**src/rtl/pipe_pkg.sv**
```systemverilog
// rtl/pipe_pkg.sv - shared types and defaults for pipeline-stage registers
//
// Purpose : state encoding, default widths and small state-decode helpers
//           shared by every pipe_stage_skid instance and its helpers.
// Contents: pipe_state_e      2-bit stage occupancy state
//           PIPE_DATA_W_DEF   default payload width
//           PIPE_CNT_W_DEF    default perf-counter width
//           PIPE_BUBBLE_DEF   default bubble payload (all zeros)
//           pipe_state_valid  state holds at least one entry
//           pipe_state_room   state can take one more entry

package pipe_pkg;

  typedef enum logic [1:0] {
    PS_EMPTY = 2'd0,
    PS_BUSY  = 2'd1,
    PS_FULL  = 2'd2
  } pipe_state_e;

  localparam int PIPE_DATA_W_DEF = 64;
  localparam int PIPE_CNT_W_DEF  = 32;
  localparam logic [PIPE_DATA_W_DEF-1:0] PIPE_BUBBLE_DEF = '0;

  // Main register holds a live entry whenever the stage is not empty.
  function automatic logic pipe_state_valid(input pipe_state_e s);
    return (s == PS_BUSY) || (s == PS_FULL);
  endfunction

  // Only the skid slot being occupied blocks upstream.
  function automatic logic pipe_state_room(input pipe_state_e s);
    return (s != PS_FULL);
  endfunction

endpackage

```
**src/rtl/pipe_sat_ctr.sv**
```systemverilog
// rtl/pipe_sat_ctr.sv - saturating event counter
//
// Purpose : counts cycles with inc_i high, sticks at all-ones, cleared only by reset.
// Ports   : clk_i  in   1      clock
//           rst_i  in   1      asynchronous active-high reset, clears the count
//           inc_i  in   1      count this cycle
//           cnt_o  out  CNT_W  current count

module pipe_sat_ctr #(
  parameter int CNT_W = 32
) (
  input  logic             clk_i,
  input  logic             rst_i,
  input  logic             inc_i,
  output logic [CNT_W-1:0] cnt_o
);

  logic [CNT_W-1:0] cnt_q;

  always_ff @(posedge clk_i or posedge rst_i) begin
    if (rst_i) begin
      cnt_q <= '0;
    end else if (inc_i && (cnt_q != {CNT_W{1'b1}})) begin
      cnt_q <= cnt_q + CNT_W'(1);
    end
  end

  assign cnt_o = cnt_q;

endmodule

```
**src/rtl/pipe_stage_skid.sv**
```systemverilog
// rtl/pipe_stage_skid.sv - valid/ready pipeline-stage register with 2-entry skid
//
// Purpose : full-throughput stage register between two pipeline stages. A main
//           register drives the output directly; a skid register catches the one
//           entry that can arrive while downstream stalls, so in_ready_o comes
//           straight from state flops with no path from out_ready_i. flush_i
//           empties the stage and loads BUBBLE_VAL in one cycle.
// Macro   : PIPE_STAGE_PERF_EN builds the stall/flush saturating counters;
//           without it both counter outputs are tied to zero.
// Ports   : clk_i        in   1       clock
//           rst_i        in   1       asynchronous active-high reset
//           flush_i      in   1       drop all held and incoming entries
//           in_valid_i   in   1       upstream entry valid
//           in_ready_o   out  1       stage can accept (registered)
//           in_data_i    in   DATA_W  upstream payload
//           out_valid_o  out  1       downstream entry valid (registered)
//           out_ready_i  in   1       downstream accepts
//           out_data_o   out  DATA_W  downstream payload (main register)
//           stall_cnt_o  out  CNT_W   cycles with out_valid_o & !out_ready_i
//           flush_cnt_o  out  CNT_W   cycles with flush_i high

module pipe_stage_skid
  import pipe_pkg::*;
#(
  parameter int                DATA_W     = PIPE_DATA_W_DEF,
  parameter logic [DATA_W-1:0] BUBBLE_VAL = '0,
  parameter int                CNT_W      = PIPE_CNT_W_DEF
) (
  input  logic              clk_i,
  input  logic              rst_i,
  input  logic              flush_i,
  input  logic              in_valid_i,
  output logic              in_ready_o,
  input  logic [DATA_W-1:0] in_data_i,
  output logic              out_valid_o,
  input  logic              out_ready_i,
  output logic [DATA_W-1:0] out_data_o,
  output logic [CNT_W-1:0]  stall_cnt_o,
  output logic [CNT_W-1:0]  flush_cnt_o
);

  pipe_state_e       state_q, state_d;
  logic [DATA_W-1:0] main_q, main_d;
  logic [DATA_W-1:0] skid_q, skid_d;

  logic in_fire;
  logic out_fire;

  // Both handshake outputs decode the state flops only.
  assign out_valid_o = pipe_state_valid(state_q);
  assign in_ready_o  = pipe_state_room(state_q);
  assign out_data_o  = main_q;

  assign in_fire  = in_valid_i & in_ready_o;
  assign out_fire = out_valid_o & out_ready_i;

  always_comb begin
    state_d = state_q;
    main_d  = main_q;
    skid_d  = skid_q;

    if (flush_i) begin
      // A same-cycle out_fire has already been taken downstream; an in_fire is dropped.
      state_d = PS_EMPTY;
      main_d  = BUBBLE_VAL;
      skid_d  = BUBBLE_VAL;
    end else begin
      case (state_q)
        PS_EMPTY: begin
          if (in_fire) begin
            state_d = PS_BUSY;
            main_d  = in_data_i;
          end
        end
        PS_BUSY: begin
          if (in_fire && out_fire) begin
            main_d = in_data_i;
          end else if (in_fire) begin
            // Downstream stalled while upstream still had a registered ready.
            state_d = PS_FULL;
            skid_d  = in_data_i;
          end else if (out_fire) begin
            state_d = PS_EMPTY;
          end
        end
        PS_FULL: begin
          // in_ready_o is low here, so only the drain direction can move.
          if (out_fire) begin
            state_d = PS_BUSY;
            main_d  = skid_q;
          end
        end
        default: begin
          state_d = PS_EMPTY;
          main_d  = BUBBLE_VAL;
          skid_d  = BUBBLE_VAL;
        end
      endcase
    end
  end

  always_ff @(posedge clk_i or posedge rst_i) begin
    if (rst_i) begin
      state_q <= PS_EMPTY;
      main_q  <= BUBBLE_VAL;
      skid_q  <= BUBBLE_VAL;
    end else begin
      state_q <= state_d;
      main_q  <= main_d;
      skid_q  <= skid_d;
    end
  end

`ifdef PIPE_STAGE_PERF_EN
  logic stall_inc;

  assign stall_inc = out_valid_o & ~out_ready_i;

  pipe_sat_ctr #(
    .CNT_W (CNT_W)
  ) u_stall_ctr (
    .clk_i (clk_i),
    .rst_i (rst_i),
    .inc_i (stall_inc),
    .cnt_o (stall_cnt_o)
  );

  pipe_sat_ctr #(
    .CNT_W (CNT_W)
  ) u_flush_ctr (
    .clk_i (clk_i),
    .rst_i (rst_i),
    .inc_i (flush_i),
    .cnt_o (flush_cnt_o)
  );
`else
  assign stall_cnt_o = '0;
  assign flush_cnt_o = '0;
`endif

endmodule
```
**config.mk**
```make
export PLATFORM = sky130hd
export DESIGN_NAME = pipe_stage_skid
export DESIGN_NICKNAME = d
export VERILOG_FILES = /design/src/rtl/pipe_pkg.sv /design/src/rtl/pipe_sat_ctr.sv /design/src/rtl/pipe_stage_skid.sv
export SDC_FILE = /design/constraint.sdc
export NUM_CORES = 1
export LEC_CHECK = 0
export ABC_AREA = 1
export CAP_MARGIN = 20
export CORE_ASPECT_RATIO = 0.75
export CORE_MARGIN = 8
export CORE_UTILIZATION = 51
export DETAILED_ROUTE_END_ITERATION = 8
export HOLD_SLACK_MARGIN = 0.05
export PLACE_DENSITY = 0.86
export SLEW_MARGIN = 15
export SYNTH_ARGS = -nofsm -noshare
export SYNTH_HDL_FRONTEND = slang
export SYNTH_SLANG_ARGS = --single-unit
export TNS_END_PERCENT = 1
```
**constraint.sdc**
```tcl
create_clock -name clk_i -period 9.35 [get_ports clk_i]
set_input_delay 2.3375 -clock clk_i [delete_from_list [all_inputs] [get_ports clk_i]]
set_output_delay 2.3375 -clock clk_i [all_outputs]
set_load 0.005 [all_outputs]
```
; Word level (Yosys, flattened, before mapping)
; Index checks and enable logic that the tools add are counted.
; W data, S select, Z words.
[word_totals]
word_cells = 37
out_inout_bits = 130
ff_bits = 130
[op_classes]
eq_ne = 10
n_bitwise = 2
n_reduce_logical = 7
n_mux = 15
[ops]
columns = cell, count
row1 = $mux W64, 6
row2 = $pmux W64 S3, 1
row3 = $pmux W64 S2, 1
row4 = $mux W2, 6
row5 = $ne A3 B3 Y1 const B, 4
row6 = $pmux W2 S3, 1
row7 = $reduce_and A3 Y1, 2
row8 = $ne A4 B4 Y1 const B, 1
row9 = $reduce_and A4 Y1, 1
row10 = $ne A3 B2 Y1 const B, 1
row11 = $and A1 B1 Y1, 2
row12 = $eq A2 B1 Y1 const B, 1
row13 = $eq A2 B2 Y1 const B, 1
row14 = $logic_not A2 Y1, 1
row15 = $ne A2 B1 Y1 const B, 1
row16 = $ne A2 B2 Y1 const B, 1
row17 = $reduce_or A2 Y1, 1
row18 = $logic_and A1 B1 Y1, 1
row19 = $logic_or A1 B1 Y1, 1

; Depth between registers and ports, before layout
[logic_depth]
word_depth = 8
ltp_mapped = 11
mapped_depth_nobuf = 10

; Worst setup path before layout
; No wires, ideal clock.
[synth_timing]
kind = input port to flip-flop
from = in out_ready_i
to = reg skid_q[10]
arrival_time_ps = 3053
setup_slack_ps = 6171
setup_time_ps = 126
path_buffers = 2
path_stages = 8
path_cell_list = nand2_1 -> nand2_1 -> nand2_1 -> nand2_1 -> buf_2 -> buf_2 -> nand2_1 -> o21ai_0
[synth_between]
elab_chain_len = 4
[synth_lines]
columns = element, line
row1 = from (decl), pipe_stage_skid.sv:36  ; input logic out_ready_i,
row2 = $and A1 B1 Y1, pipe_stage_skid.sv:55  ; assign out_fire = out_valid_o & out_ready_i;
row3 = $logic_and A1 B1 Y1, pipe_stage_skid.sv:76  ; if (in_fire && out_fire) begin
row4 = $ne A3 B3 Y1 (no line), --
row5 = $reduce_and A3 Y1 (no line), --
row6 = to (signal assigned), pipe_stage_skid.sv:110  ; skid_q <= skid_d;
row7 = to (decl), pipe_stage_skid.sv:44  ; logic [DATA_W-1:0] skid_q, skid_d;
; No other way between the ends.
; A chain may end at the register's enable or synchronous reset.

; Worst setup path after layout
[layout_timing]
from = in flush_i
to = reg main_q[20], in the netlist out_data_o[20]
[layout_between]
elab_chain_len = 2
[layout_lines]
columns = element, line
row1 = from (decl), pipe_stage_skid.sv:31  ; input logic flush_i,
row2 = $ne A3 B2 Y1 (no line) or $ne A3 B3 Y1 (tied branches), --
row3 = $reduce_and A3 Y1 (no line), --
row4 = to (signal assigned), pipe_stage_skid.sv:109  ; main_q <= main_d;
row5 = to (decl), pipe_stage_skid.sv:43  ; logic [DATA_W-1:0] main_q, main_d;
; Several ways; a longest one is shown, not always the timed one.

==> run_results.csv <==
group,metric,value,unit
grt,grt_pass1_vias,5378,
layout,n_antenna_cell,0,
critical_path,r2r_end,"out_data_o[20]",
job,maxCapViolCount,0,
yosys,yosys.area.top_type,"dfrtp_1",
cts,ctsLongestPathBuffers,2,
cts,clkTransAtPathRegs,0.05,ns
cts,cts_tree,"built",
routing,ant_nets,0,
routing,via_per_inst,4.920,
critical_path,path_buf_inv,4,
routing,first_iter_violations,486,
routing,totalWireLength,16550,um
cts,post_cts_resize_count,0,
cts,htree_levels,4,
yosys,yosysSeqAreaShare,49.25,%
timing,tns,0,ns
timing,slew_headroom,41.20,%
critical_path,worstReg2RegStart,"state_q[1]",
power,powerDensity,282.4,mW/mm2
die,die_area,0.01689,mm2
place,gp_congestion,0.7646,
critical_path,r2r_cells,11,
critical_path,crit_type,"primary input to flip-flop",
timing,hold_viol,0,
layout,drive_above_1_share,4.462,%
routing,wl_met1,7285,um
critical_path,path_max_fanout,68,
power,swShare,34.40,%
yosys,synth-seq-cells,130,
die,ioPinCount,199,
critical_path,timing.reg2reg.setup_slack,6.56,ns
yosys,yosysUniqueCellTypes,20,
layout,final_cell_mix,"461 x nand2_1, 134 x clkdlybuf4s50_1, 130 x dfrtp_1",
routing,drcViolationCount,0,
critical_path,worst_setup_path_start_kind,"primary input",
power,power_frac_comb,35.6,%
timing,min_period_over_period,47.59,%
routing,dr.pass1.iters,5,
timing,max_freq,224.8,MHz
yosys,yosysTopAreaCellShare,49.25,%
timing,period_needed,4.449,ns
grt,grtUsageTotal,19.51,%
place,port_buffers,134,
critical_path,cpPeakStageDelay,0.61,ns
timing,finalMaxSlewViolations,0,
yosys,yosysWarnings,0,
power,internal_power,1.540,mW
routing,routedWlPerCell,14.30,um
timing,grt_setup_unrepaired,"false",
layout,final_common_cell,"nand2_1",
cts,holdBufCountCts,0,
yosys,synthCells,873,
timing,setup_violations,0,
worst_hold_path,min_from,"out_data_o[50]",
yosys,synth.area.top_cells,"dfrtp_1 49%, nand2_1 26%, buf_4 9.0%",
die,die_h,114.6,um
critical_path,worstPathRequired,9.69,ns
critical_path,worstPathArrival,4.79,ns
worst_hold_path,whs_path_depth,2,
critical_path,critPathTopFamily,"buffers and inverters",
grt,grt_max_degree,129,
die,floorplan.initialDensity,51.45,%
grt,grt_pass1_wl,27010,um
routing,num_vias,5693,
yosys,syn_area,0.006605,mm2
cts,cts_buffers,17,
place,dp_hpwl,10250,um
routing,top_layer_used,"met4",
power,p_leak,3.991,nW
power,finalPower,2.348,mW
cts,cts.sinks,130,
power,p_sw,0.8077,mW
power,power_frac_seq,35.3,%
layout,nets,1051,
power,irDropWorstVdd,0.0001746,V
routing,routed-wl-met2,7868,um
critical_path,critPathCaptureType,"flip-flop",
layout,syn2layout_area_growth,25.86,%
power,clkPwrFrac,29.1,%
yosys,syn_area_per_cell,7.566,um2
grt,overflow,0,
worst_hold_path,min_path_type,"flip-flop to flip-flop",
die,die_x,147.4,um
worst_hold_path,min_to,"out_data_o[50]",
routing,met3_length,1235,um
critical_path,worstPathCellList,"clkdlybuf4s50_1 -> nor2_4 -> buf_4 -> inv_1 -> nor2_1 -> nor2_4 -> buf_4 -> nand2_1 -> nand2_1",
run_status,status,"finished, final reports clean",
timing,fin_skew,0.01182,ns
timing,tightest_slew,0.8820,ns
die,rows,36,
cts,clock-root-buffer,"clkbuf_16",
die,coreArea,0.01284,mm2
cts,cts_setup_buffers,0,
grt,antenna_found_initial,0,
cts,clock_latency,0.41,ns
critical_path,slowest_stage,"nor2_4",
[worst max-delay path by stage]
stage | end | cells past startpoint | start | slack [ns]
floorplan | out_data_o[0] | 1 | rst_i | 3.54
global placement | skid_q[12] | 6 | flush_i | 4.42
detailed placement | skid_q[63] | 6 | flush_i | 4.29
CTS | skid_q[45] | 6 | flush_i | 4.70
global route | out_data_o[63] | 9 | flush_i | 4.71
finish | out_data_o[20] | 9 | flush_i | 4.90
[sequential cells by signal, summed over array words and instances (netlist names)]
signal and count:
state_q 2, out_data_o 64, skid_q 64
[power groups by stage]
stage          logic (mW)  registers (mW)  clock network (mW)
6_report            0.835           0.829               0.684
5_1_grt             0.939           0.852               0.719
4_1_cts             0.843           0.830               0.693
3_5_place_dp        0.839           0.834                   0
3_3_place_gp        0.821           0.830                   0
2_1_floorplan       0.503           0.832                   0
[worst register-to-register path, stage by stage (launching register included)]
cell and delay, ns:
dfrtp_1 0.42, inv_1 0.08, ha_1 0.18, inv_1 0.17
nor2_4 0.04, buf_4 0.35, inv_1 0.13, nor2_1 0.07
nor2_4 0.61, buf_4 0.47, nand2_1 0.13, nand2_1 0.08
[per-stage QoR]
| stage | hold slack, ns | setup slack (ns) | utilization [%] | std cells | instance area [um2] |
|---|---|---|---|---|---|
| after floorplan | 0.4529 | 3.543 | - | 936 | 6842 |
| after global placement | 0.4621 | 4.415 | 59.90 | 1129 | 7690 |
| after detailed placement | 0.4636 | 4.289 | 59.94 | 1129 | 7695 |
| after CTS | 0.4785 | 4.698 | 64.69 | 1157 | 8304 |
| after global routing | 0.4918 | 4.713 | 64.76 | 1157 | 8313 |
| final | 0.4758 | 4.901 | 64.76 | 1157 | 8313 |
[final cells by class]
cell class | count | area (um2)
Tap cell | 171 | 214.0
Fill cell | 1105 | 4524
Clock inverter | 4 | 97.59
Sequential cell | 130 | 3253
Multi-Input combinational cell | 677 | 2810
Clock buffer | 24 | 511.7
Timing Repair Buffer | 139 | 1379
Inverter | 12 | 47.55
[Yosys cell counts (all sizes together)]
master	n
inv	12
clkbuf	12
nand3	5
nand2	467
conb	1
nor3	1
o21ai	65
dfrtp	130
buf	105
a21oi	64
nor2	6
ha	5
[kinds of logic after synthesis]
| kind of cell | Yosys count | synth area share (%) |
|---|---|---|
| buf+inv | 129 | 12.29 |
| flops | 130 | 49.25 |
| other cells | 1 | 0.05677 |
| compound gates | 129 | 9.775 |
| simple gates | 479 | 27.68 |
| fa+ha+maj | 5 | 0.9471 |
[per-layer routing]
layer,vias up,global-route usage (%)
met4,0,5.420
met2,181,30.88
li1,2800,-
met5,-,0
met1,2697,25.22
met3,15,6.359
(Power assumes the default switching activity.)
